## src/rtl/ps2_key_decoder_if.sv

```systemverilog
// Key-event bus between the PS/2 byte receiver side and the key decoder.
// The slave modport is the decoder: it consumes the byte stream and drives
// the key event outputs. The master modport is whoever feeds bytes in and
// watches the events.
interface ps2_key_decoder_if;
  logic [7:0] data;
  logic       data_ready;
  logic       key_valid;
  logic [7:0] key_code;
  logic       key_ext;
  logic       key_break;
  logic       key_repeat;
  logic       key_held;
  logic [7:0] press_count;
  logic [7:0] ascii;

  modport slave (
    input  data, data_ready,
    output key_valid, key_code, key_ext, key_break, key_repeat, key_held,
           press_count, ascii
  );

  modport master (
    output data, data_ready,
    input  key_valid, key_code, key_ext, key_break, key_repeat, key_held,
           press_count, ascii
  );
endinterface

```

## src/rtl/ps2_key_decoder.sv

```systemverilog
// PS/2 Scan Code Set 2 key decoder.
// Assembles E0 (extended), F0 (break) and E1 (pause) byte sequences into
// single key events, tracks typematic repeat of the held key and counts
// distinct presses. A prefix left dangling for TIMEOUT clocks is dropped.
// Optional ASCII translation is enabled with `define PS2_KEY_DECODER_ASCII_EN;
// without it ascii is constant zero and no shift state exists.
module ps2_key_decoder #(
  parameter int unsigned TIMEOUT   = 1000000,
  parameter int unsigned PAUSE_LEN = 7
) (
  input  logic             clk,
  input  logic             rst,
  ps2_key_decoder_if.slave kbd
);

  localparam int unsigned TW = (TIMEOUT > 1) ? $clog2(TIMEOUT) : 1;
  localparam int unsigned PW = (PAUSE_LEN > 0) ? $clog2(PAUSE_LEN + 1) : 1;

  localparam logic [7:0] B_EXT    = 8'hE0;
  localparam logic [7:0] B_BRK    = 8'hF0;
  localparam logic [7:0] B_PAUSE  = 8'hE1;
  localparam logic [7:0] C_PAUSE  = 8'h77;
  localparam logic [7:0] C_LSHIFT = 8'h12;
  localparam logic [7:0] C_RSHIFT = 8'h59;

  typedef enum logic [2:0] {
    S_IDLE, S_EXT, S_BRK, S_EXT_BRK, S_PAUSE
  } state_e;

  state_e          state_q, state_d;
  logic [TW-1:0]   timer_q, timer_d;
  logic [PW-1:0]   pause_cnt_q, pause_cnt_d;

  logic            ev_fire, ev_ext, ev_break;
  logic [7:0]      ev_code;
  logic            is_mod, same_key, ev_repeat;

  logic            key_valid_q, key_ext_q, key_break_q, key_repeat_q, key_held_q;
  logic [7:0]      key_code_q, press_count_q;
  logic [7:0]      last_code_q;
  logic            last_ext_q;

  // Sequence FSM: consume one byte per strobe, expire dangling prefixes.
  always_comb begin
    // NOTE: every variable gets a default first so no path leaves one
    // unassigned, which would otherwise infer a latch.
    state_d     = state_q;
    timer_d     = timer_q;
    pause_cnt_d = pause_cnt_q;
    ev_fire     = 1'b0;
    ev_code     = kbd.data;
    ev_ext      = 1'b0;
    ev_break    = 1'b0;
    if (kbd.data_ready) begin
      // A byte always wins over a simultaneous timer expiry.
      timer_d = '0;
      unique case (state_q)
        S_IDLE: begin
          if (kbd.data == B_EXT)        state_d = S_EXT;
          else if (kbd.data == B_BRK)   state_d = S_BRK;
          else if (kbd.data == B_PAUSE) begin
            state_d     = S_PAUSE;
            pause_cnt_d = PW'(PAUSE_LEN);
          end else ev_fire = 1'b1;
        end
        S_EXT: begin
          if (kbd.data == B_BRK)      state_d = S_EXT_BRK;
          else if (kbd.data != B_EXT) begin
            ev_fire = 1'b1;
            ev_ext  = 1'b1;
            state_d = S_IDLE;
          end
        end
        S_BRK: begin
          ev_fire  = 1'b1;
          ev_break = 1'b1;
          state_d  = S_IDLE;
        end
        S_EXT_BRK: begin
          ev_fire  = 1'b1;
          ev_ext   = 1'b1;
          ev_break = 1'b1;
          state_d  = S_IDLE;
        end
        S_PAUSE: begin
          if (pause_cnt_q <= PW'(1)) begin
            // Whole Pause sequence swallowed: report it as one extended press.
            ev_fire     = 1'b1;
            ev_ext      = 1'b1;
            ev_code     = C_PAUSE;
            pause_cnt_d = '0;
            state_d     = S_IDLE;
          end else begin
            pause_cnt_d = pause_cnt_q - PW'(1);
          end
        end
        default: state_d = S_IDLE;
      endcase
    end else if (state_q != S_IDLE) begin
      if (timer_q == TW'(TIMEOUT - 1)) begin
        state_d     = S_IDLE;
        timer_d     = '0;
        pause_cnt_d = '0;
      end else begin
        timer_d = timer_q + TW'(1);
      end
    end
  end

  // Sequence FSM state, prefix timer and pause byte counter.
  always_ff @(posedge clk or negedge rst) begin
    if (!rst) begin
      state_q     <= S_IDLE;
      timer_q     <= '0;
      pause_cnt_q <= '0;
    end else begin
      // NOTE: sequential state uses non-blocking assignments so every
      // register samples the pre-edge values, independent of block order.
      state_q     <= state_d;
      timer_q     <= timer_d;
      pause_cnt_q <= pause_cnt_d;
    end
  end

  // Event classification against the currently held key.
  always_comb begin
    is_mod    = !ev_ext && ((ev_code == C_LSHIFT) || (ev_code == C_RSHIFT));
    same_key  = ({ev_ext, ev_code} == {last_ext_q, last_code_q});
    ev_repeat = !ev_break && !is_mod && key_held_q && same_key;
  end

  // Registered key event outputs, held-key tracking and press counter.
  always_ff @(posedge clk or negedge rst) begin
    if (!rst) begin
      key_valid_q   <= 1'b0;
      key_code_q    <= '0;
      key_ext_q     <= 1'b0;
      key_break_q   <= 1'b0;
      key_repeat_q  <= 1'b0;
      key_held_q    <= 1'b0;
      press_count_q <= '0;
      last_code_q   <= '0;
      last_ext_q    <= 1'b0;
    end else begin
      key_valid_q <= ev_fire;
      if (ev_fire) begin
        key_code_q   <= ev_code;
        key_ext_q    <= ev_ext;
        key_break_q  <= ev_break;
        key_repeat_q <= ev_repeat;
        if (!ev_break && !is_mod) begin
          if (!ev_repeat) press_count_q <= press_count_q + 8'd1;
          last_code_q <= ev_code;
          last_ext_q  <= ev_ext;
          key_held_q  <= 1'b1;
        end else if (ev_break && same_key) begin
          key_held_q <= 1'b0;
        end
      end
    end
  end

`ifdef PS2_KEY_DECODER_ASCII_EN
  logic       shift_l_q, shift_r_q;
  logic [7:0] ascii_q;

  function automatic logic [7:0] scan_to_ascii(input logic [7:0] code,
                                               input logic       shifted);
    logic [7:0] lower;
    lower         = 8'h00;
    scan_to_ascii = 8'h00;
    case (code)
      8'h1C: lower = 8'h61;  8'h32: lower = 8'h62;  8'h21: lower = 8'h63;
      8'h23: lower = 8'h64;  8'h24: lower = 8'h65;  8'h2B: lower = 8'h66;
      8'h34: lower = 8'h67;  8'h33: lower = 8'h68;  8'h43: lower = 8'h69;
      8'h3B: lower = 8'h6A;  8'h42: lower = 8'h6B;  8'h4B: lower = 8'h6C;
      8'h3A: lower = 8'h6D;  8'h31: lower = 8'h6E;  8'h44: lower = 8'h6F;
      8'h4D: lower = 8'h70;  8'h15: lower = 8'h71;  8'h2D: lower = 8'h72;
      8'h1B: lower = 8'h73;  8'h2C: lower = 8'h74;  8'h3C: lower = 8'h75;
      8'h2A: lower = 8'h76;  8'h1D: lower = 8'h77;  8'h22: lower = 8'h78;
      8'h35: lower = 8'h79;  8'h1A: lower = 8'h7A;
      default: lower = 8'h00;
    endcase
    if (lower != 8'h00) begin
      scan_to_ascii = shifted ? (lower - 8'h20) : lower;
    end else begin
      case (code)
        8'h45: scan_to_ascii = shifted ? 8'h29 : 8'h30;
        8'h16: scan_to_ascii = shifted ? 8'h21 : 8'h31;
        8'h1E: scan_to_ascii = shifted ? 8'h40 : 8'h32;
        8'h26: scan_to_ascii = shifted ? 8'h23 : 8'h33;
        8'h25: scan_to_ascii = shifted ? 8'h24 : 8'h34;
        8'h2E: scan_to_ascii = shifted ? 8'h25 : 8'h35;
        8'h36: scan_to_ascii = shifted ? 8'h5E : 8'h36;
        8'h3D: scan_to_ascii = shifted ? 8'h26 : 8'h37;
        8'h3E: scan_to_ascii = shifted ? 8'h2A : 8'h38;
        8'h46: scan_to_ascii = shifted ? 8'h28 : 8'h39;
        8'h29: scan_to_ascii = 8'h20;
        8'h5A: scan_to_ascii = 8'h0A;
        8'h66: scan_to_ascii = 8'h08;
        default: scan_to_ascii = 8'h00;
      endcase
    end
  endfunction

  // Shift tracking and ASCII latched alongside each event.
  always_ff @(posedge clk or negedge rst) begin
    if (!rst) begin
      shift_l_q <= 1'b0;
      shift_r_q <= 1'b0;
      ascii_q   <= '0;
    end else if (ev_fire) begin
      if (!ev_ext && ev_code == C_LSHIFT) shift_l_q <= !ev_break;
      if (!ev_ext && ev_code == C_RSHIFT) shift_r_q <= !ev_break;
      ascii_q <= (ev_break || ev_ext) ? 8'h00
                                      : scan_to_ascii(ev_code, shift_l_q | shift_r_q);
    end
  end

  assign kbd.ascii = ascii_q;
`else
  assign kbd.ascii = 8'h00;
`endif

  assign kbd.key_valid   = key_valid_q;
  assign kbd.key_code    = key_code_q;
  assign kbd.key_ext     = key_ext_q;
  assign kbd.key_break   = key_break_q;
  assign kbd.key_repeat  = key_repeat_q;
  assign kbd.key_held    = key_held_q;
  assign kbd.press_count = press_count_q;

endmodule

```

## src/flat_wrapper.sv

```systemverilog
// flat-port wrapper written by rule: the top's interface ports become plain ports
module ps2_key_decoder_flat 
#(
  parameter int unsigned TIMEOUT   = 1000000,
  parameter int unsigned PAUSE_LEN = 7
)
  (clk, rst, kbd_data, kbd_data_ready, kbd_key_valid, kbd_key_code, kbd_key_ext, kbd_key_break, kbd_key_repeat, kbd_key_held, kbd_press_count, kbd_ascii);
  ps2_key_decoder_if kbd_i ();
  input  logic clk;
  input  logic rst;
  input wire logic [$bits(kbd_i.data)-1:0] kbd_data;
  input wire logic [$bits(kbd_i.data_ready)-1:0] kbd_data_ready;
  output wire logic [$bits(kbd_i.key_valid)-1:0] kbd_key_valid;
  output wire logic [$bits(kbd_i.key_code)-1:0] kbd_key_code;
  output wire logic [$bits(kbd_i.key_ext)-1:0] kbd_key_ext;
  output wire logic [$bits(kbd_i.key_break)-1:0] kbd_key_break;
  output wire logic [$bits(kbd_i.key_repeat)-1:0] kbd_key_repeat;
  output wire logic [$bits(kbd_i.key_held)-1:0] kbd_key_held;
  output wire logic [$bits(kbd_i.press_count)-1:0] kbd_press_count;
  output wire logic [$bits(kbd_i.ascii)-1:0] kbd_ascii;
  assign kbd_i.data = kbd_data;
  assign kbd_i.data_ready = kbd_data_ready;
  assign kbd_key_valid = kbd_i.key_valid;
  assign kbd_key_code = kbd_i.key_code;
  assign kbd_key_ext = kbd_i.key_ext;
  assign kbd_key_break = kbd_i.key_break;
  assign kbd_key_repeat = kbd_i.key_repeat;
  assign kbd_key_held = kbd_i.key_held;
  assign kbd_press_count = kbd_i.press_count;
  assign kbd_ascii = kbd_i.ascii;
  ps2_key_decoder #(.TIMEOUT(TIMEOUT), .PAUSE_LEN(PAUSE_LEN)) u_core (.clk(clk), .rst(rst), .kbd(kbd_i));
endmodule
```

## config.mk

```make
export PLATFORM = sky130hd
export DESIGN_NAME = ps2_key_decoder_flat
export DESIGN_NICKNAME = d
export VERILOG_FILES = /design/src/rtl/ps2_key_decoder_if.sv /design/src/rtl/ps2_key_decoder.sv /design/src/flat_wrapper.sv
export SDC_FILE = /design/constraint.sdc
export NUM_CORES = 1
export LEC_CHECK = 0
export BUFFER_PORTS_ARGS = -buffer_cell sky130_fd_sc_hd__buf_4
export CAP_MARGIN = 5
export CORE_ASPECT_RATIO = 1.75
export CORE_UTILIZATION = 35
export DETAILED_ROUTE_END_ITERATION = 16
export GPL_TIMING_DRIVEN = 0
export HOLD_SLACK_MARGIN = 0.12
export PLACE_DENSITY = 0.57
export SLEW_MARGIN = 10
export SYNTH_ARGS = -nofsm -noshare
export SYNTH_HDL_FRONTEND = slang
export SYNTH_SLANG_ARGS = --single-unit
export TNS_END_PERCENT = 20
```

## constraint.sdc

```tcl
create_clock -name clk -period 3.4 [get_ports clk]
set_input_delay 0.51 -clock clk [delete_from_list [all_inputs] [get_ports clk]]
set_output_delay 0.51 -clock clk [all_outputs]
set_load 0.01 [all_outputs]
```

; Word level (Yosys, flattened, before mapping)
; Cells that the tools add are included.
[word_totals]
ff_bits = 56
latchBits = 0
ramBits = 0
rom_bits = 0
in_bits = 11
out_inout_bits = 29
word_cells = 92
memories = 0
[op_classes]
addsub = 3
n_mul = 0
div = 0
n_lt_le_gt_ge = 1
n_eq_ne = 19
shift = 0
mux = 36
bitwise_logic = 1
reduce_logical = 20
[op_table]
columns = operator, count
row1 = $mux 20, 3
row2 = $mux 3, 14
row3 = $eq 8x8->1 const B, 3
row4 = $mux 8, 3
row5 = $add 20x1->20 const B, 1
row6 = $eq 20x20->1 const B, 1
row7 = $mux 1, 12
row8 = $eq 9x9->1, 1
row9 = $pmux 3 s3, 1
row10 = $add 8x1->8 const B, 1
row11 = $eq 8x5->1 const B, 1
row12 = $eq 8x7->1 const B, 1
row13 = $ne 8x8->1 const B, 1
row14 = $eq 3x2->1 const B, 2
row15 = $ne 3x2->1 const B, 2
row16 = $ne 3x3->1 const B, 2
row17 = $pmux 3 s2, 1
row18 = $reduce_and 6->1, 1
row19 = $reduce_bool 2->1, 3
row20 = $logic_and 1x1->1, 5
row21 = $ne 5x2->1 const B, 1
row22 = $reduce_and 5->1, 1
row23 = $ne 4x2->1 const B, 1
row24 = $pmux 1 s4, 1
row25 = other kinds (14), 17

; Logic depth before layout (Yosys ltp)
; Gate-level depths: netlist (run 1).
[depth]
depth_word = 13
ltp_mapped = 11
mapped_depth_nobuf = 9

; Worst setup path before layout (run 1)
; Ideal clock, no wire load.
[synth_timing]
path_type = input port to flip-flop
from = input port kbd_data_ready
to = register u_core.press_count_q[1] (netlist: u_core.kbd.press_count[1])
setup_time_ps = 125
t_arrival_ps = 2278
required_ps = 3275
setup_slack_ps = 997
stages = 9
n_path_buf = 2
path_cell_list = buf_2 > nand4bb_4 > nor3_4 > buf_6 > mux2i_1 > o32ai_2 > nor4_4 > nor2_2 > mux2_4
[synth_via]
elab_chain_cells = 10
elab_cells_between_ends = 17
cone_classes = eq/ne (3) / mux (4) / bitwise (1) / reduce/logical (9)
[synth_lines]
columns = item, line_no
row1 = start: declaration, flat_wrapper.sv:12  ; input wire logic [$bits(kbd_i.data_ready)-1:0] kbd_data_ready;
row2 = $mux 8, ps2_key_decoder.sv:54  ; if (kbd.data_ready) begin
row3 = $eq 8x5->1 or $eq 8x7->1 (tied branches), ps2_key_decoder.sv:127  ; is_mod = !ev_ext && ((ev_code == C_LSHIFT) || (ev_code == C_RSHIFT));
row4 = $logic_or 1x1->1, ps2_key_decoder.sv:127
row5 = $logic_and 1x1->1, ps2_key_decoder.sv:127
row6 = $logic_not 1->1, "ps2_key_decoder.sv:129, ps2_key_decoder.sv:151"
row7 = $logic_and 1x1->1, "ps2_key_decoder.sv:129, ps2_key_decoder.sv:151"
row8 = $logic_and 1x1->1 (2 in series), ps2_key_decoder.sv:129  ; ev_repeat = !ev_break && !is_mod && key_held_q && same_key;
row9 = $not 1->1 (no source line), -
row10 = $reduce_and 3->1 (no source line) (*), -
row11 = end signal: assignment, ps2_key_decoder.sv:152  ; if (!ev_repeat) press_count_q <= press_count_q + 8'd1;
row12 = end: declaration, ps2_key_decoder.sv:39  ; logic [7:0] key_code_q, press_count_q;
; Mark *: on every way between the ends. The rest lies on a longest branch, timed or not.
; A chain may end at the register's enable or synchronous reset.

; Final worst setup path (run 1)
[layout_timing]
from = register u_core.pause_cnt_q[1]
to = register u_core.press_count_q[1] (netlist: u_core.kbd.press_count[1])
[layout_via]
elab_chain_cells = 13
elab_cells_between_ends = 21
cone_classes = order compare (1) / eq/ne (3) / mux (8) / bitwise (1) / reduce/logical (8)
[layout_lines]
columns = item, line_no
row1 = start: declaration, ps2_key_decoder.sv:32  ; logic [PW-1:0] pause_cnt_q, pause_cnt_d;
row2 = start signal: assignment, ps2_key_decoder.sv:121  ; pause_cnt_q <= pause_cnt_d;
row3 = $le 3x1->1 (*), ps2_key_decoder.sv:86  ; if (pause_cnt_q <= PW'(1)) begin
row4 = $mux 8, ps2_key_decoder.sv:86
row5 = $mux 8, ps2_key_decoder.sv:57  ; unique case (state_q)
row6 = $mux 8, ps2_key_decoder.sv:54
row7 = $eq 8x5->1 or $eq 8x7->1 (tied branches), ps2_key_decoder.sv:127
row8 = $logic_or 1x1->1, ps2_key_decoder.sv:127
row9 = $logic_and 1x1->1, ps2_key_decoder.sv:127
row10 = $logic_not 1->1, "ps2_key_decoder.sv:129, ps2_key_decoder.sv:151"
row11 = $logic_and 1x1->1, "ps2_key_decoder.sv:129, ps2_key_decoder.sv:151"
row12 = $logic_and 1x1->1 (2 in series), ps2_key_decoder.sv:129
row13 = $not 1->1 (no source line), -
row14 = $reduce_and 3->1 (no source line) (*), -
; Marks and branches as above.

==> results of run 1 <==
==> worst register-to-register path: stages, from the launching register on <==
cell and delay, ns:
sky130_fd_sc_hd__dfrtp_1 0.38, sky130_fd_sc_hd__inv_1 0.10, sky130_fd_sc_hd__ha_1 0.14, sky130_fd_sc_hd__o21ba_2 0.20
sky130_fd_sc_hd__nor3_4 0.23, sky130_fd_sc_hd__buf_6 0.19, sky130_fd_sc_hd__mux2i_1 0.23, sky130_fd_sc_hd__o32ai_2 0.14
sky130_fd_sc_hd__nor4_4 0.55, sky130_fd_sc_hd__nor2_2 0.10, sky130_fd_sc_hd__mux2_4 0.31
==> per-layer routing <==
layer  wire length [um]  share of wire  GRT usage  vias up
met4                135          0.019    0.05536        0
met2               3910           0.56     0.3139       34
met5                  0              0          0        -
li1                   -              -          -     1188
met3                134          0.019    0.02256       11
met1               2780           0.40     0.1946     1150
==> how the worst min path moves through the flow <==
stage,startpoint,end
6_report,rst,u_core.timer_q[12]
3_5_place_dp,u_core.kbd.press_count[7],u_core.kbd.press_count[7]
3_3_place_gp,u_core.kbd.press_count[7],u_core.kbd.press_count[7]
5_1_grt,rst,u_core.timer_q[9]
4_1_cts,rst,u_core.kbd.key_code[4]
2_1_floorplan,rst,u_core.kbd.key_break
==> report_power, final <==
group	switching, mW	total (mW)	internal, mW
clock network	0.245	0.520	0.275
registers	0.180	1.04	0.856
logic	0.501	0.900	0.399
==> metrics by stage <==
stage,total power [mW],instance area [um^2]
after floorplan,1.597,3055
after global placement,1.933,3417
after detailed placement,1.955,3417
after CTS,2.481,3563
after global routing,2.641,3563
final,2.457,3563
==> flip-flops by register name (all words and copies together) (netlist names), 3 cells and up <==
register	flops
u_core.state_q	3
u_core.last_code_q	8
u_core.kbd.key_code	8
u_core.timer_q	20
u_core.pause_cnt_q	3
u_core.kbd.press_count	8
==> cell usage after synthesis, types with 2 or more instances <==
cell type                  instances
sky130_fd_sc_hd__dfrtp_1          56
sky130_fd_sc_hd__nor4_1            6
sky130_fd_sc_hd__nor2b_1           3
sky130_fd_sc_hd__and3_1            5
sky130_fd_sc_hd__inv_1             8
sky130_fd_sc_hd__ha_1              4
sky130_fd_sc_hd__buf_2             3
sky130_fd_sc_hd__xnor2_1           9
sky130_fd_sc_hd__mux2i_1           2
sky130_fd_sc_hd__buf_6             2
sky130_fd_sc_hd__a31oi_1           3
sky130_fd_sc_hd__nor4b_1           2
sky130_fd_sc_hd__nand3_1          16
sky130_fd_sc_hd__o21ai_0          28
sky130_fd_sc_hd__nor3b_1           2
sky130_fd_sc_hd__buf_4             8
sky130_fd_sc_hd__and2_1            4
sky130_fd_sc_hd__xor2_1           20
sky130_fd_sc_hd__nor2_1           39
sky130_fd_sc_hd__or3_1             2
sky130_fd_sc_hd__nand4_1           5
sky130_fd_sc_hd__nand4b_1          3
sky130_fd_sc_hd__and4bb_2          2
sky130_fd_sc_hd__a211oi_1          2
sky130_fd_sc_hd__a22o_1            2
sky130_fd_sc_hd__clkbuf_1          7
sky130_fd_sc_hd__nor3_1            7
sky130_fd_sc_hd__a21oi_1           3
sky130_fd_sc_hd__nand2_1          46
==> cells by family after synthesis <==
kind of cell	Yosys count	synth area share
flip-flops	56	0.4626
adder cells (fa/ha/maj)	4	0.01652
multiplexers	3	0.01156
AND/OR/NAND/NOR	152	0.2631
other	1	0.001238
XOR/XNOR	29	0.08385
buffers and inverters	28	0.05081
AO/OA/AOI/OAI	51	0.1103
==> cell type report <==
type | instances | area, um^2
clock inverter | 3 | 21.27
buffer | 20 | 123.9
tap | 115 | 143.9
fill | 904 | 4805
inverter | 8 | 30.03
multi-input combinational | 247 | 1500
sequential | 56 | 1401
clock buffer | 5 | 125.1
timing repair buffer | 29 | 217.7
==> Flow_metrics.wiki, run 1 <==
{| class="wikitable"
! Metric !! Value
|-
| Post-route insts no fill || 483
|-
| Max-slew violations || 0
|-
| Reg2Reg Depth || 10
|-
| Register area share after synthesis || 0.4626
|-
| Initial antenna violation count || 0
|-
| RSZ-0062 raised after global routing || no
|-
| Critical Path Slowest Stage Cell || sky130_fd_sc_hd__nor4_4
|-
| Input/output buffers || 29
|-
| Vias per std cell || about 5
|-
| Status || complete, no violations
|-
| CP Data Required Time || 3.58 ns
|-
| Area leader, netlist || sky130_fd_sc_hd__dfrtp_1
|-
| Most used cells in the layout excluding fill and tap cells || sky130_fd_sc_hd__dfrtp_1 (56), sky130_fd_sc_hd__nand2_1 (46), sky130_fd_sc_hd__nor2_1 (39)
|-
| Diode insertion count for antenna repair || 0
|-
| Final TNS setup || 0 ns
|-
| Tightest hold margin || 0.2713 ns
|-
| Gate count of the mapped netlist || 324
|-
| Cell family with the largest share of critical-path delay || simple AND/OR/NAND/NOR gates
|-
| Biggest area contributors in the synthesized netlist || sky130_fd_sc_hd__dfrtp_1 (46%), sky130_fd_sc_hd__xor2_1 (5.8%), sky130_fd_sc_hd__nand2_1 (5.7%), sky130_fd_sc_hd__nor2_1 (4.8%), sky130_fd_sc_hd__o21ai_0 (4.6%)
|-
| Skew-Pair Late Insertion Delay || around 0.30 ns
|-
| Leak Pwr || 1.578 nW
|-
| Final min period || roughly 2.7 ns
|-
| Total Nets Final || 382
|-
| Clock Skews || 0.01092 ns
|-
| Post-Place Setup Slack || roughly 0.63 ns
|-
| Gates resized, CTS repair || 0
|-
| Most frequent standard cell in the layout excluding fill and tap cells || sky130_fd_sc_hd__dfrtp_1
|-
| Critical path startpoint || u_core.pause_cnt_q[1]
|-
| Setup slack of the critical path after layout || 0.7039 ns
|-
| Area enclosed by the die boundary || 9045 um^2
|-
| Critical Path Fanout Max || 10
|-
| VDD IR max || approximately 300 uV
|-
| Setup repair bufs after CTS || 0
|-
| Yosys warning total || 0
|-
| H-tree levels || 2
|-
| Pin count of the biggest net entering global routing || 57
|-
| Post-synth top flop || sky130_fd_sc_hd__dfrtp_1
|-
| Bufs on Longest Clock Path || 2
|-
| Fraction of synthesized cell area taken by the top area cell type || 0.4626
|-
| Placed Cells || roughly 480
|-
| Kind of end point of the critical path || register
|-
| Post-Syn Area || 3029 um^2
|-
| Maximum cell stage delay along the critical path || around 0.55 ns
|-
| Routed len/inst || 14.41 um
|-
| Category of the most critical setup path || register to register
|-
| Share of the clock period used by the worst path after layout || 0.7930
|-
| CTS Buf Count || 5
|-
| Number of enable-type register cells in the synthesized netlist || 0
|-
| Layout area overhead || 17.64%
|-
| Power density over cell area || about 690 nW/um^2
|-
| Arrival time at the worst endpoint || around 2.9 ns
|-
| GR Overflow Total || 0
|-
| RePlAce Congestion || ~0.84
|-
| Critical path launch point type || register
|-
| Violation count after the first detailed-route iteration || 96
|-
| Count of different cell masters after synthesis || 54
|-
| 1st-pass router iterations || 4
|-
| I/O pins || 40
|-
| Width of the die || between 70 and 80 um
|-
| DRC viols || 0
|-
| Wire length of the first global-routing pass || 11930 um
|-
| Standard-cell row count || 44
|-
| R2R Setup Slk || 0.70 ns
|-
| Ys async rst share || 1.000
|-
| Worst-path clk slew || ~0.070 ns
|-
| Vert. Die Dim || between 100 and 150 um
|-
| Destination of the critical timing path || u_core.kbd.press_count[1]
|-
| Initial cell density of the core || 0.3620
|-
| CTS tree || built
|-
| Count of antenna-violating nets left after detailed routing || 0
|-
| Sum of net half-perimeters after detailed placement || ~5100 um
|-
| Hold violation count in the final report || 0
|-
| Number of global-route vias before repair || 2458
|-
| Slew at the pin closest to its max-slew limit || 0.7331 ns
|-
| Worst max-slew margin expressed relative to the limit || 0.5112
|-
| Total via count in the routed design || 2383
|-
| Cell-by-cell listing of the critical path || inv_1, ha_1, o21ba_2, nor3_4, buf_6, mux2i_1, o32ai_2, nor4_4, nor2_2, mux2_4
|-
| Max Clock Freq || 0.3709 GHz
|-
| Placeable core region || about 8400 um^2
|-
| CTS sink count || 56
|-
| Global routing usage summed across all routing layers || 0.1696
|-
| Number of logic stages on the critical path including buffering || 10
|-
| Mean area per synthesized cell || 9.349 um^2
|-
| Fraction of final layout cells with drive strength greater than 1 || 0.1712
|-
| # Max-Cap Violations || 0
|-
| Clock root cell || sky130_fd_sc_hd__clkbuf_16
|-
| Count of final setup violators || 0
|-
| CP Buf/Inv Count || 2
|-
| Share of the core filled with cells in the final layout || 0.4258
|-
| Worst r2r dst || u_core.kbd.press_count[1]
|-
| Launch instance of the worst register-to-register path || u_core.pause_cnt_q[1]
|-
| Total detailed-routing wirelength || 6961 um
|-
| Count of hold-fix buffers inserted at cts || 0
|-
| Synthesized flop and latch total || 56
|-
| Path type of the worst min-delay path || input pin to asynchronous set/reset pin
|}
No activity file was read; power rests on OpenSTA's default activity.
==> inputs of run 2 (changes only) <==
- clock period: 3.4 -> 2.7 ns (I/O delays scaled with it)
==> run 2 against run 1 <==
First-iteration DRC count is 8.3% higher. Via count up 0.38%. Final area up 0.28%. Maximum frequency increased by 7.5%. Setup slack got worse by 0.51 ns. Sequential cell count is the same. Non-clock buffer count rose by 1. Global-route usage grew 0.066 points. Clock power grew 26%. Hold slack worse by 0.11 ns. Die area unchanged. Critical path type unchanged. Largest power group unchanged.
==> Flow_metrics.wiki, run 2 (same netlist as run 1, synthesis figures left out) <==
{| class="wikitable"
! Metric !! Value
|-
| R2R Setup Slk || around 0.19 ns
|-
| Vert. Die Dim || between 100 and 150 um
|-
| Area enclosed by the die boundary || roughly 9000 um^2
|-
| Width of the die || slightly above 70 um
|-
| Flip-flop count of the largest register, all copies and words added || 20
|-
| Highest-utilization routing layer at the global route stage || met2
|-
| DRC viols || 0
|-
| Status || complete, no violations
|-
| Pin count of the biggest net entering global routing || 57
|-
| Met1 Track Usage GR || 0.1962
|-
| Hold violation count in the final report || 0
|-
| Share of the clock period used by the worst path after layout || 0.9290
|-
| Category of the most critical setup path || register to register
|-
| Skew-Pair Late Insertion Delay || 0.30 ns
|-
| GR Overflow Total || 0
|-
| Post-route insts no fill || 484
|-
| Slew at the pin closest to its max-slew limit || around 0.73 ns
|-
| CTS tree || built
|-
| Placed standard-cell area || 3417 um^2
|-
| GR met3 Demand/Resource || 0.02337
|-
| Final cell area excluding filler cells || 3573 um^2
|-
| 1st-pass router iterations || 4
|-
| Initial antenna violation count || 0
|-
| Path type of the worst min-delay path || input pin to asynchronous set/reset pin
|-
| Clock root cell || sky130_fd_sc_hd__clkbuf_16
|-
| Kind of end point of the critical path || register
|-
| Number of global-route vias before repair || 2462
|-
| Count of final setup violators || 0
|-
| VDD IR max || approximately 380 uV
|-
| Max-slew violations || 0
|-
| Placed Cells || 475
|-
| Wire length of the first global-routing pass || 11990 um
|-
| Sum of net half-perimeters after detailed placement || 5098 um
|-
| Diode insertion count for antenna repair || 0
|-
| CTS Buf Count || 5
|-
| Most frequent standard cell in the layout excluding fill and tap cells || sky130_fd_sc_hd__dfrtp_1
|-
| Routing usage on met2 || 0.3139
|-
| Max Clock Freq || roughly 0.4 GHz
|-
| RSZ-0062 raised after global routing || no
|-
| RePlAce Congestion || 0.8414
|-
| Global routing usage summed across all routing layers || 0.1703
|-
| Bufs on Longest Clock Path || 2
|-
| Worst max-slew margin expressed relative to the limit || 0.5124
|-
| Count of hold-fix buffers inserted at cts || 0
|-
| Tightest hold margin || around 0.17 ns
|-
| Register area || 1401 um^2
|-
| Most used cells in the layout excluding fill and tap cells || sky130_fd_sc_hd__dfrtp_1 (56), sky130_fd_sc_hd__nand2_1 (46), sky130_fd_sc_hd__nor2_1 (39)
|-
| Fraction of final layout cells with drive strength greater than 1 || 0.1789
|-
| Register with the most flip-flops || u_core.timer_q
|-
| Routed len/inst || 14.37 um
|-
| # Max-Cap Violations || 0
|-
| Initial cell density of the core || 0.3620
|-
| Worst-path clk slew || 0.07 ns
|-
| Total Nets Final || roughly 380
|-
| Crit path top cell by count || sky130_fd_sc_hd__buf_6
|-
| Leak Pwr || 1.590 nW
|-
| Critical path launch point type || register
|-
| Arrival time at the worst endpoint || 2.68 ns
|-
| Placeable core region || 8368 um^2
|-
| I/O pins || 40
|-
| Cell-by-cell listing of the critical path || buf_6, nand4bb_4, nor3_4, buf_6, mux2i_1, o32ai_2, nor4_4, buf_4, nor3_1, xor2_1
|-
| Final min period || 2.508 ns
|-
| Layout area overhead || 17.97%
|-
| Final TNS setup || 0 ns
|-
| CP Data Required Time || 2.87 ns
|-
| Critical Path Fanout Max || 10
|-
| Count of antenna-violating nets left after detailed routing || 0
|-
| Vias per std cell || 4.942
|-
| Clock Skews || 0.01078 ns
|-
| Critical Path Slowest Stage Cell || sky130_fd_sc_hd__dfrtp_1
|-
| H-tree levels || 2
|-
| Power density over cell area || 865.9 nW/um^2
|-
| Violation count after the first detailed-route iteration || 104
|-
| Total detailed-routing wirelength || slightly below 7000 um
|-
| Standard-cell row count || 44
|-
| Input/output buffers || 29
|-
| Area of the multi-input gates || 1500 um^2
|-
| Maximum cell stage delay along the critical path || 0.38 ns
|-
| Fillers || 907
|-
| Total via count in the routed design || 2392
|-
| CTS sink count || 56
|-
| PnR Total Power || 3.094 mW
|}
[run 2: changes by cell type in the layout (fill, tap and decap cells not counted)]
cell | before | now
sky130_fd_sc_hd__clkbuf_1 | 7 | 5
sky130_fd_sc_hd__clkbuf_2 | 0 | 2
sky130_fd_sc_hd__buf_4 | 37 | 38
[run 2: path summary, 6_finish.rpt]
check / cells after the start / to / start
max in group asynchronous: 1 / u_core.timer_q[0] / rst
min in group clk: 3 / u_core.last_code_q[7] / kbd_data[7]
hold / removal: 1 / u_core.timer_q[12] / rst
setup reg to reg: 10 / u_core.kbd.press_count[5] / u_core.state_q[0]
hold reg to reg: 1 / u_core.kbd.press_count[7] / u_core.kbd.press_count[7]
setup / recovery: 10 / u_core.kbd.press_count[5] / u_core.state_q[0]
[run 2: timing repair]
| action | CTS | global route |
|---|---|---|
| setup endpoints to repair | 1 | 15 |
| resized for setup | 0 | 4 |
| buffers inserted | 1 | 0 |
| pin swaps | 1 | 2 |
[run 2: critical path: cells and delay by family (launching register included)]
kind	cells	cell delay, ns
multiplexers	1	0.23
flip-flops	1	0.38
XOR/XNOR	1	0.16
AO/OA/AOI/OAI	1	0.14
buffers and inverters	3	0.54
AND/OR/NAND/NOR	4	0.92
[run 2: where the power goes]
group          leakage, nW  switching [mW]  total [mW]  internal, mW
Clock               0.0702           0.307       0.654         0.346
Sequential           0.721           0.227        1.31          1.08
Combinational        0.798           0.630        1.14         0.505
[run 2: final cells by class]
type                    instances  share of cell area
multi-input cells             247              0.4198
inverters                       8            0.008403
flip-flops and latches         56              0.3922
well taps                     115             0.04027
clock inverters                 3            0.005952
repair buffers                 30             0.06303
plain buffers                  20             0.03536
clock buffers                   5             0.03501
[run 2: through the flow]
stage,worst slack [ns],util
floorplan,0.3438,-
global placement,0.03953,0.4083
detailed placement,-0.008642,0.4083
CTS,0.09917,0.4267
global route,0.001469,0.4270
finish,0.1917,0.4270
[run 2: layer usage]
metal | vias up | routed length (um)
met3 | 9 | 140
met4 | 0 | 120
met5 | - | 0
met1 | 1150 | 2806
li1 | 1198 | -
met2 | 35 | 3886
==> inputs of run 3 (changes only) <==
==> constraint.sdc (replaced) <==
create_clock -name clk -period 2.7 [get_ports clk]
set_input_delay 0.135 -clock clk [delete_from_list [all_inputs] [get_ports clk]]
set_output_delay 0.135 -clock clk [all_outputs]
set_load 0.01 [all_outputs]
==> run 3 against run 2 <==
Register-to-register slack about the same. Maximum frequency increased by 0.15%. Die area unchanged. Clock-buffer cell count unchanged. Wire length unchanged. Clock skew about the same. Combinational power about the same. Non-clock buffer count increased by 1. Sequential power about the same. First-iteration DRC count decreased by 1.9%. Critical endpoint unchanged. Largest cell class unchanged.
==> Flow_metrics.wiki, run 3 (same netlist as run 1, synthesis figures left out) <==
{| class="wikitable"
! Metric !! Value
|-
| Flip-flop count of the largest register, all copies and words added || 20
|-
| H-tree levels || 2
|-
| Path type of the worst min-delay path || input pin to register
|-
| Total via count in the routed design || 2395
|-
| Tightest hold margin || 0.1416 ns
|-
| RePlAce Congestion || 0.8414
|-
| Power density over cell area || 863.3 nW/um^2
|-
| Fraction of final layout cells with drive strength greater than 1 || 0.1784
|-
| WHS Path Cells || 3
|-
| I/O pins || 40
|-
| Post-route insts no fill || 485
|-
| Critical path startpoint || u_core.state_q[0]
|-
| # Max-Cap Violations || 0
|-
| Most used cells in the layout excluding fill and tap cells || sky130_fd_sc_hd__dfrtp_1 (56), sky130_fd_sc_hd__nand2_1 (46), sky130_fd_sc_hd__nor2_1 (39)
|-
| Count of antenna-violating nets left after detailed routing || 0
|-
| Maximum cell stage delay along the critical path || between 0.3 and 0.4 ns
|-
| Width of the die || 72.33 um
|-
| Layout area overhead || 18.30%
|-
| Max Clock Freq || 0.3993 GHz
|-
| Crit path top cell by count || sky130_fd_sc_hd__buf_6
|-
| Total detailed-routing wirelength || 6953 um
|-
| Initial antenna violation count || 0
|-
| Reg2Reg Depth || 10
|-
| Final cell area excluding filler cells || 3583 um^2
|-
| CTS tree || built
|-
| Final min period || 2.504 ns
|-
| Vert. Die Dim || 125.1 um
|-
| Pin count of the biggest net entering global routing || 57
|-
| Count of final setup violators || 0
|-
| GR Overflow Total || 0
|-
| Most frequent standard cell in the layout excluding fill and tap cells || sky130_fd_sc_hd__dfrtp_1
|-
| Clock Skews || 0.01044 ns
|-
| Fillers || 906
|-
| Worst Min Path Start || kbd_data[7]
|-
| RSZ-0062 raised after global routing || no
|-
| Cell-by-cell listing of the critical path || buf_6, nand4bb_4, nor3_4, buf_6, mux2i_1, o32ai_2, nor4_4, buf_4, nor3_1, xor2_1
|-
| Critical Path Fanout Max || 10
|-
| Placeable core region || 8368 um^2
|-
| Diode insertion count for antenna repair || 0
|-
| Skew-Pair Late Insertion Delay || 0.30 ns
|-
| Critical path launch point type || register
|-
| Area of the multi-input gates || ~1500 um^2
|-
| Bufs on Longest Clock Path || 2
|-
| Hold violation count in the final report || 0
|-
| 1st-pass router iterations || 4
|-
| Input/output buffers || 29
|-
| Category of the most critical setup path || register to register
|-
| Worst max-slew margin expressed relative to the limit || 0.5089
|-
| Worst-path clk slew || 0.08 ns
|-
| Kind of end point of the critical path || register
|-
| Status || complete, no violations
|-
| CTS sink count || 56
|-
| Standard-cell row count || 44
|-
| Violation count after the first detailed-route iteration || just over 100
|-
| Placed standard-cell area || 3417 um^2
|-
| Register with the most flip-flops || u_core.timer_q
|-
| Clock root cell || sky130_fd_sc_hd__clkbuf_16
|-
| Sum of net half-perimeters after detailed placement || between 5000 and 6000 um
|-
| Launch instance of the worst register-to-register path || u_core.state_q[0]
|-
| VDD IR max || 376.0 uV
|-
| Placed Cells || ~480
|-
| Register area || 1401 um^2
|-
| Leak Pwr || between 1.5 and 2 nW
|-
| Share of the core filled with cells in the final layout || 0.4282
|-
| Number of global-route vias before repair || about 2500
|-
| Routed len/inst || 14.34 um
|-
| Initial cell density of the core || 0.3620
|-
| Arrival time at the worst endpoint || 2.68 ns
|-
| Vias per std cell || 4.938
|-
| DRC viols || 0
|-
| CP Data Required Time || between 2 and 3 ns
|-
| Share of the clock period used by the worst path after layout || 0.9276
|-
| Total Nets Final || 384
|-
| Area enclosed by the die boundary || 9045 um^2
|-
| Max-slew violations || 0
|-
| Slew at the pin closest to its max-slew limit || 0.7367 ns
|-
| Wire length of the first global-routing pass || 11990 um
|-
| Global routing usage summed across all routing layers || 0.1703
|-
| CTS Buf Count || 5
|-
| Critical Path Slowest Stage Cell || sky130_fd_sc_hd__dfrtp_1
|}
run 3: cell count changes in the layout (fill, tap and decap cells not counted):
| cell | before | now |
|---|---|---|
| sky130_fd_sc_hd__dlygate4sd3_1 | 0 | 1 |
run 3: worst max-delay path, delay by kind of cell, from the launching register on:
kind / cells / cell delay, ns
buffers and inverters: 3 / 0.54
multiplexers: 1 / 0.23
XOR/XNOR: 1 / 0.16
AND/OR/NAND/NOR: 4 / 0.92
flip-flops: 1 / 0.38
AO/OA/AOI/OAI: 1 / 0.14
run 3: worst paths after layout:
path / slack [ns] / to
min: 0.14 / u_core.last_code_q[7]
min reg2reg: 0.48 / u_core.kbd.press_count[7]
max reg2reg: 0.20 / u_core.kbd.press_count[5]
min in group asynchronous: 0.45 / u_core.timer_q[12]
max: 0.20 / u_core.kbd.press_count[5]
max in group asynchronous: 1.75 / u_core.timer_q[1]
run 3: area by class of cell:
type | count | share of cell area
Timing Repair Buffer | 31 | 0.06564
Clock inverter | 3 | 0.005936
Clock buffer | 5 | 0.03492
Inverter | 8 | 0.008380
Tap cell | 115 | 0.04015
Sequential cell | 56 | 0.3911
Buffer | 20 | 0.03527
Multi-Input combinational cell | 247 | 0.4186
run 3: stage by stage:
step / total power, mW / setup slack (ns) / setup TNS, ns
6_report: 3.094 / 0.1956 / 0
3_5_place_dp: 2.462 / -0.008642 / -0.008642
5_1_grt: 3.330 / 0.001469 / 0
2_1_floorplan: 2.011 / 0.3438 / 0
4_1_cts: 3.125 / 0.09917 / 0
3_3_place_gp: 2.434 / 0.03953 / 0
run 3: metal layers:
layer  share of wire  up-vias  global-route usage
met5               0        -                   0
met4           0.017        0             0.05536
met3           0.018        9             0.02256
met2            0.56       36              0.3139
met1            0.40     1157              0.1967
li1                -     1193                   -
run 3: power breakdown:
part           switching, mW  total, mW  internal [mW]  leakage, nW
clock network          0.309      0.655          0.346       0.0702
registers              0.225       1.30           1.08        0.721
logic                  0.629       1.14          0.506        0.802
run 3: timing repair:
item,4_1_cts,5_1_grt
endpoints found under the hold margin,56,0
gates resized for setup,0,4
pin swaps,1,2
endpoints found under the setup margin,1,15
hold buffers,1,0
buffers inserted,1,0
